[src/rtl/regfile_pkg.sv]
// rtl/regfile_pkg.sv - shared register-file constants and index type
package regfile_pkg;

    localparam int REG_ADDR_W = 5;
    localparam int REG_DATA_W = 32;
    localparam int REG_ZERO   = 0;

    typedef logic [REG_ADDR_W-1:0] reg_idx_t;

endpackage

[src/rtl/regfile_if.sv]
// rtl/regfile_if.sv - write-back and decode read bus of the register file
// Debug read port present only when REGFILE_DEBUG_EN is defined.
interface regfile_if
    import regfile_pkg::*;
#(
    parameter int DATA_W = REG_DATA_W,
    parameter int ADDR_W = REG_ADDR_W
) ();

    logic              we;
    logic [ADDR_W-1:0] waddr;
    logic [DATA_W-1:0] wdata;
    logic              re1;
    logic [ADDR_W-1:0] raddr1;
    logic [DATA_W-1:0] rdata1;
    logic              re2;
    logic [ADDR_W-1:0] raddr2;
    logic [DATA_W-1:0] rdata2;
`ifdef REGFILE_DEBUG_EN
    logic [ADDR_W-1:0] dbg_raddr;
    logic [DATA_W-1:0] dbg_rdata;
`endif

    modport master (
        output we, waddr, wdata, re1, raddr1, re2, raddr2,
`ifdef REGFILE_DEBUG_EN
        output dbg_raddr,
        input  dbg_rdata,
`endif
        input  rdata1, rdata2
    );

    modport slave (
        input  we, waddr, wdata, re1, raddr1, re2, raddr2,
`ifdef REGFILE_DEBUG_EN
        input  dbg_raddr,
        output dbg_rdata,
`endif
        output rdata1, rdata2
    );

endinterface

[src/rtl/regfile_read_port.sv]
// rtl/regfile_read_port.sv - combinational read port with optional write bypass
module regfile_read_port
    import regfile_pkg::*;
#(
    parameter int DATA_W    = REG_DATA_W,
    parameter int ADDR_W    = REG_ADDR_W,
    parameter bit BYPASS_EN = 1'b1
) (
    input  logic              rst,
    input  logic              en,
    input  logic [ADDR_W-1:0] raddr,
    input  logic              we,
    input  logic [ADDR_W-1:0] waddr,
    input  logic [DATA_W-1:0] wdata,
    input  logic [DATA_W-1:0] array_data,
    output logic [DATA_W-1:0] rdata
);

    always_comb begin
        rdata = '0;
        if (rst || !en || raddr == ADDR_W'(REG_ZERO)) begin
            rdata = '0;
        end else if (BYPASS_EN && we && waddr == raddr) begin
            rdata = wdata;
        end else begin
            rdata = array_data;
        end
    end

endmodule

[src/rtl/regfile.sv]
// rtl/regfile.sv - 2-read/1-write register file, r0 hard-wired to zero
// Optional REGFILE_DEBUG_EN adds a non-bypassing debug read port.
module regfile
    import regfile_pkg::*;
#(
    parameter int DATA_W = REG_DATA_W,
    parameter int ADDR_W = REG_ADDR_W,
    parameter int NREG   = 2 ** ADDR_W
) (
    input  logic      clk,
    input  logic      rst,
    regfile_if.slave  bus
);

    logic [DATA_W-1:0] mem [NREG];

    // Entry 0 is cleared by reset and never written, so it stays zero.
    always_ff @(posedge clk) begin
        if (rst) begin
            for (int i = 0; i < NREG; i++) begin
                mem[i] <= '0;
            end
        end else if (bus.we && bus.waddr != ADDR_W'(REG_ZERO)) begin
            mem[bus.waddr] <= bus.wdata;
        end
    end

    regfile_read_port #(
        .DATA_W    (DATA_W),
        .ADDR_W    (ADDR_W),
        .BYPASS_EN (1'b1)
    ) u_rp1 (
        .rst        (rst),
        .en         (bus.re1),
        .raddr      (bus.raddr1),
        .we         (bus.we),
        .waddr      (bus.waddr),
        .wdata      (bus.wdata),
        .array_data (mem[bus.raddr1]),
        .rdata      (bus.rdata1)
    );

    regfile_read_port #(
        .DATA_W    (DATA_W),
        .ADDR_W    (ADDR_W),
        .BYPASS_EN (1'b1)
    ) u_rp2 (
        .rst        (rst),
        .en         (bus.re2),
        .raddr      (bus.raddr2),
        .we         (bus.we),
        .waddr      (bus.waddr),
        .wdata      (bus.wdata),
        .array_data (mem[bus.raddr2]),
        .rdata      (bus.rdata2)
    );

`ifdef REGFILE_DEBUG_EN
    // Trace view shows committed state only, hence no bypass.
    regfile_read_port #(
        .DATA_W    (DATA_W),
        .ADDR_W    (ADDR_W),
        .BYPASS_EN (1'b0)
    ) u_rp_dbg (
        .rst        (rst),
        .en         (1'b1),
        .raddr      (bus.dbg_raddr),
        .we         (bus.we),
        .waddr      (bus.waddr),
        .wdata      (bus.wdata),
        .array_data (mem[bus.dbg_raddr]),
        .rdata      (bus.dbg_rdata)
    );
`endif

endmodule

[src/flat_wrapper.sv]
// flat-port wrapper written by rule: the top's interface ports become plain ports
module regfile_flat import regfile_pkg::*;
#(
    parameter int DATA_W = REG_DATA_W,
    parameter int ADDR_W = REG_ADDR_W,
    parameter int NREG   = 2 ** ADDR_W
)
  (clk, rst, bus_we, bus_waddr, bus_wdata, bus_re1, bus_raddr1, bus_re2, bus_raddr2, bus_rdata1, bus_rdata2);
  regfile_if #(.DATA_W(DATA_W), .ADDR_W(ADDR_W)) bus_i ();
  input  logic clk;
  input  logic rst;
  input wire logic [$bits(bus_i.we)-1:0] bus_we;
  input wire logic [$bits(bus_i.waddr)-1:0] bus_waddr;
  input wire logic [$bits(bus_i.wdata)-1:0] bus_wdata;
  input wire logic [$bits(bus_i.re1)-1:0] bus_re1;
  input wire logic [$bits(bus_i.raddr1)-1:0] bus_raddr1;
  input wire logic [$bits(bus_i.re2)-1:0] bus_re2;
  input wire logic [$bits(bus_i.raddr2)-1:0] bus_raddr2;
  output wire logic [$bits(bus_i.rdata1)-1:0] bus_rdata1;
  output wire logic [$bits(bus_i.rdata2)-1:0] bus_rdata2;
  assign bus_i.we = bus_we;
  assign bus_i.waddr = bus_waddr;
  assign bus_i.wdata = bus_wdata;
  assign bus_i.re1 = bus_re1;
  assign bus_i.raddr1 = bus_raddr1;
  assign bus_i.re2 = bus_re2;
  assign bus_i.raddr2 = bus_raddr2;
  assign bus_rdata1 = bus_i.rdata1;
  assign bus_rdata2 = bus_i.rdata2;
  regfile #(.DATA_W(DATA_W), .ADDR_W(ADDR_W), .NREG(NREG)) u_core (.clk(clk), .rst(rst), .bus(bus_i));
endmodule
[config.mk]
export PLATFORM = sky130hd
export DESIGN_NAME = regfile_flat
export DESIGN_NICKNAME = d
export VERILOG_FILES = /design/src/rtl/regfile_pkg.sv /design/src/rtl/regfile_if.sv /design/src/rtl/regfile_read_port.sv /design/src/rtl/regfile.sv /design/src/flat_wrapper.sv
export SDC_FILE = /design/constraint.sdc
export NUM_CORES = 2
export LEC_CHECK = 0
export BUFFER_PORTS_ARGS = -buffer_cell sky130_fd_sc_hd__buf_4
export CAP_MARGIN = 20
export CORE_MARGIN = 10
export CORE_UTILIZATION = 50
export DETAILED_ROUTE_END_ITERATION = 10
export PLACE_DENSITY = 0.78
export SLEW_MARGIN = 25
export SYNTH_ARGS = -nofsm -noshare
export SYNTH_HDL_FRONTEND = slang
export SYNTH_SLANG_ARGS = --single-unit
[constraint.sdc]
create_clock -name clk -period 2.5 [get_ports clk]
set_clock_uncertainty 0.2 [all_clocks]
set_input_delay 0.375 -clock clk [delete_from_list [all_inputs] [get_ports clk]]
set_output_delay 0.375 -clock clk [all_outputs]
set_load 0.02 [all_outputs]
**Yosys cells after proc, flatten, opt, wreduce, memory -nomap -nowiden**

Memories as Yosys holds them, arrays and structs flattened.
Index checks and enable logic that the tools add are counted.

- Register bits after elaboration: 0
- RAM bits: 1024
- Output and inout port bits: 64
- Logic and storage cells: 28
- Memories kept: 1

- Eq/ne operators: 2
- Multiplexer cells: 12
- Reduce and logical (&&, ||, !) cells: 13

Memory list:

| memory | depth | width | read ports | clocked after memory_dff | write ports | line | RTL |
|---|---|---|---|---|---|---|---|
| u_core.mem | 32 | 32 | 2 | 0 | 32 | regfile.sv:15 | `logic [DATA_W-1:0] mem [NREG];` |

Operator list:

| cell | number |
|---|---|
| 2-to-1 mux 32 bit | 5 |
| OR reduction 32 bit | 1 |
| == test 5 bit | 2 |
| logical NOT 5 bit | 2 |
| 2-to-1 mux 1 bit | 6 |
| 2-to-1 mux 5 bit | 1 |
| nonzero test 5 bit | 1 |
| logical OR 1 bit | 4 |
| logical AND 1 bit | 3 |
| logical NOT 1 bit | 2 |

**Depth between registers and ports, before layout**

- Depth in word-level cells: 7
- Depth in mapped cells: 9
- Mapped depth without buffers: 5

**Cells and area by module**

Synthesis repeated with hierarchy kept, for this count alone.

- Cells, all modules: 4853
- Area, all modules: 57204.9 um^2

Modules (own cells, without submodules):

| module | times used | cells an instance | area an instance (um^2) |
|---|---|---|---|
| regfile | 1 | 4605 | 55896.1 |
| regfile_read_port | 2 | 124 | 654.4 |

**Least setup slack after synthesis**

No wires, ideal clock.

- Path type: in2out
- From: input bus_raddr2[2]
- To: output bus_rdata2[30]
- Arrival time: 2.030 ns
- Path slack: -0.105 ns
- Cell stages on the path: 8
- Buffers on the path: 4
- Path through: buf_2 buf_2 clkbuf_1 buf_1 nand3_1 nand4_1 mux2i_1 nor3_1

- Word-level cells in the longest chain between the ends: 4

Ends and longest elaborated chain:

| what | line | RTL |
|---|---|---|
| start, declared | flat_wrapper.sv:18 | `input wire logic [$bits(bus_i.raddr2)-1:0] bus_raddr2;` |
| parallel branches: the longest is 3 deep, another holds memory read (32 x 32 bit) | - |  |
| 2-to-1 mux 32 bit (*) | regfile_read_port.sv:21 | `if (rst \|\| !en \|\| raddr == ADDR_W'(REG_ZERO)) begin` |
| end, declared | flat_wrapper.sv:20 | `output wire logic [$bits(bus_i.rdata2)-1:0] bus_rdata2;` |

Every way passes the cells marked *.

==> metrics.txt <==
outcome=finished, violations left; failing checks=negative setup slack; predominant post-synthesis flop cell=edfxtp_1; final setup violation count=64; post-route minimum period=around 3.2 ns; leading cell type in the layout, fill and taps excluded=edfxtp_1; cts bufs inserted=around 100; Clock Sinks=1024; Core Box Area=0.110 sq mm; chip width=approximately 350 um; synthesis-stage register bit count=between 1000 and 1500; biggest regs=u_core.mem: 1024 flops; Comb power frac=15.5%; critical path type=reg2out; commonest cells after routing, fill and taps aside=edfxtp_1, and2_1, buf_4; post-route clock period utilization=127%; IO Pins=around 120; Final Hold Fails=0; Filler cells=roughly 7600; Slew HR=about a third; RePlAce Congestion=about 0.96; Largest Register=u_core.mem; Clock power frac=36.4%; Synth top area share=roughly 55%; Seq pwr share=around half; Hold WS=~0.036 ns; largest net degree at the start of global routing=52; via/cell ratio=about 7.0; Wirelength per Cell=between 30 and 40 um; syn avg cell area=approximately 14 sq um; area grow syn2layout=23.4%; GRT Total Usage=between 30% and 40%; post-synth top area cell=edfxtp_1; actual slew at the worst max-slew pin=around 1 ns; busiest grt layer=met2; max reg flops=a little over 1000; WP data required=1.92 ns; Initial Util=50.3%; Pwr Density=618 mW/mm^2; CTS tree=built; hpwl dp=124 mm; worst vdd ir=799 uV; initial antenna violation count=15; Cell variety after synth=between 50 and 60; Iter 0 DRT Violations=between 6000 and 7000; Ys Warns=0; Remaining DRCs=0; Die H=353 um; port buffer count=about 120; Slew Viols, Final=0; leak pwr=~25 nW; sw frac=approximately a quarter; H-tree depth=3; Int Pwr=0.0314 W; gr ovfl total=0; DRT Pass-1 Iters=6; final net count=roughly 4300; crit path max fanout=2; met2 Track Usage GR=between 40% and 50%; DRT Wirelength=roughly 190 mm; clock-pin transition on the worst setup and hold timing paths=0.06 ns; Max Cap Viol=0; Max Root-Sink Buffers=3; crit path capture type=output pin; RSZ-0062 raised after global routing=true; Post-Syn Instances=between 3000 and 4000; Syn Std Cell Area=0.0555 sq mm; met1 GRT Util=between 30% and 40%; WP data arrival=2.60 ns; remaining antenna violation count after routing=0; Area contributors post-synth=edfxtp_1, mux4_2, and2_1; number of synthesized flops with an enable pin=~1000; routed vias=approximately 40000; share of cells above drive strength 1=between 30% and 40%; floorplan row count=approximately 120; CTS root buf=clkbuf_16; die area=between 0.1 and 0.15 sq mm; Fmax=roughly 320 MHz; sequential fraction of the synthesis area=~55%; Final Total Pwr=roughly 0.042 W; Startpoint Class=flip-flop; NetSw=0.0109 W; final worst setup slack=-0.674 ns; vias in the first global route=40500; grt met3 use=about a tenth; Util after Layout=between 60% and 70%; Hold Crit Class=in2reg; Async SR Flop Fraction=0%; first-pass GRT wire length=276 mm
==> cells in the mapped netlist (3+ instances only) <==
master	n
mux4_2	385
xor2_1	4
edfxtp_1	1024
buf_1	12
mux2i_1	257
inv_1	3
o21ai_1	11
a221oi_2	10
nor3b_1	9
buf_6	27
o21ai_0	9
a21oi_1	92
or2_2	31
nand3_1	36
xnor2_1	5
nor2_1	72
nor2b_1	38
nand3b_1	8
buf_2	87
nor3_1	24
and2_1	994
nand2_1	34
clkbuf_1	264
nand2b_1	11
a22oi_1	109
a221oi_1	108
a211o_1	19
a221o_1	53
o311ai_0	5
buf_4	27
o21bai_1	31
o311ai_1	25
==> power by group through the flow <==
stage | Sequential [W] | Combinational, W | Clock, W
6_report | 0.0204 | 0.00655 | 0.0154
3_5_place_dp | 0.0207 | 0.00557 | 0
4_1_cts | 0.0203 | 0.00615 | 0.0154
2_1_floorplan | 0.0205 | 0.00320 | 0
5_1_grt | 0.0204 | 0.00669 | 0.0161
3_3_place_gp | 0.0206 | 0.00550 | 0
==> critical path, cell delays in order, from the launching register on <==
cell	delay (ns)
edfxtp_1	0.40
mux4_2	0.48
a22oi_2	0.22
buf_4	0.15
a21oi_4	0.07
a221o_2	0.42
buf_6	0.17
==> routing by layer <==
metal,vias up,part of all wire [%]
li1,15600,-
met1,20000,33
met5,-,0.063
met4,18,7.0
met3,871,16
met2,3800,44
==> stage by stage <==
stage / setup WS (ns) / instance area, sq um / std cells / TNS (ns)
after floorplan: -0.0223 / 55600 / 3876 / -0.467
after global placement: -0.652 / 62400 / 5571 / -145.47
after detailed placement: -0.659 / 62400 / 5571 / -142.33
after CTS: -0.652 / 67700 / 5757 / -33.33
after global routing: -0.693 / 68500 / 5772 / -35.47
final: -0.674 / 68500 / 5778 / -34.31
==> kinds of logic (layout without fill, tap and decap cells) <==
group | count (synthesis) | in the layout | synth area share (%)
and+or+nand+nor | 1268 | 1268 | 13.8
muxes | 642 | 642 | 20.3
DFF | 1024 | 1024 | 55.4
buffers and inverters | 423 | 831 | 3.65
AOI/OAI and AO/OA | 478 | 478 | 6.75
xor gates and xnor gates | 9 | 9 | 0.142
other | 1 | 38 | 0.00676
==> final timing paths <==
path | startpoint | depth (start not counted) | end | slack, ns
setup / recovery | u_core.mem[16][11] | 6 | bus_rdata1[11] | -0.67
hold / removal | bus_wdata[18] | 2 | u_core.mem[24][18] | 0.04
==> final cells by class <==
| type | count | area [sq um] | area share, % |
|---|---|---|---|
| clock buffer | 127 | 2730 | 3.99 |
| clock inverter | 63 | 542 | 0.791 |
| antenna | 6 | 15.0 | 0.0219 |
| tap | 1488 | 1860 | 2.72 |
| timing repair buffer | 637 | 7250 | 10.6 |
| multi-input combinational | 2429 | 25300 | 37.0 |
| sequential | 1024 | 30700 | 44.9 |
| inverter | 4 | 15.0 | 0.0219 |
==> repair_timing <==
| item | in CTS | in global routing |
|---|---|---|
| pin swaps | 167 | 84 |
| endpoints found under the setup margin | 64 | 64 |
| hold buffers | 1 | 0 |
| setup buffers | 29 | 12 |
| endpoints found under the hold margin | 6 | 0 |
| gates cloned | 3 | 3 |
| resized for setup | 401 | 128 |
(Power assumes the default switching activity.)
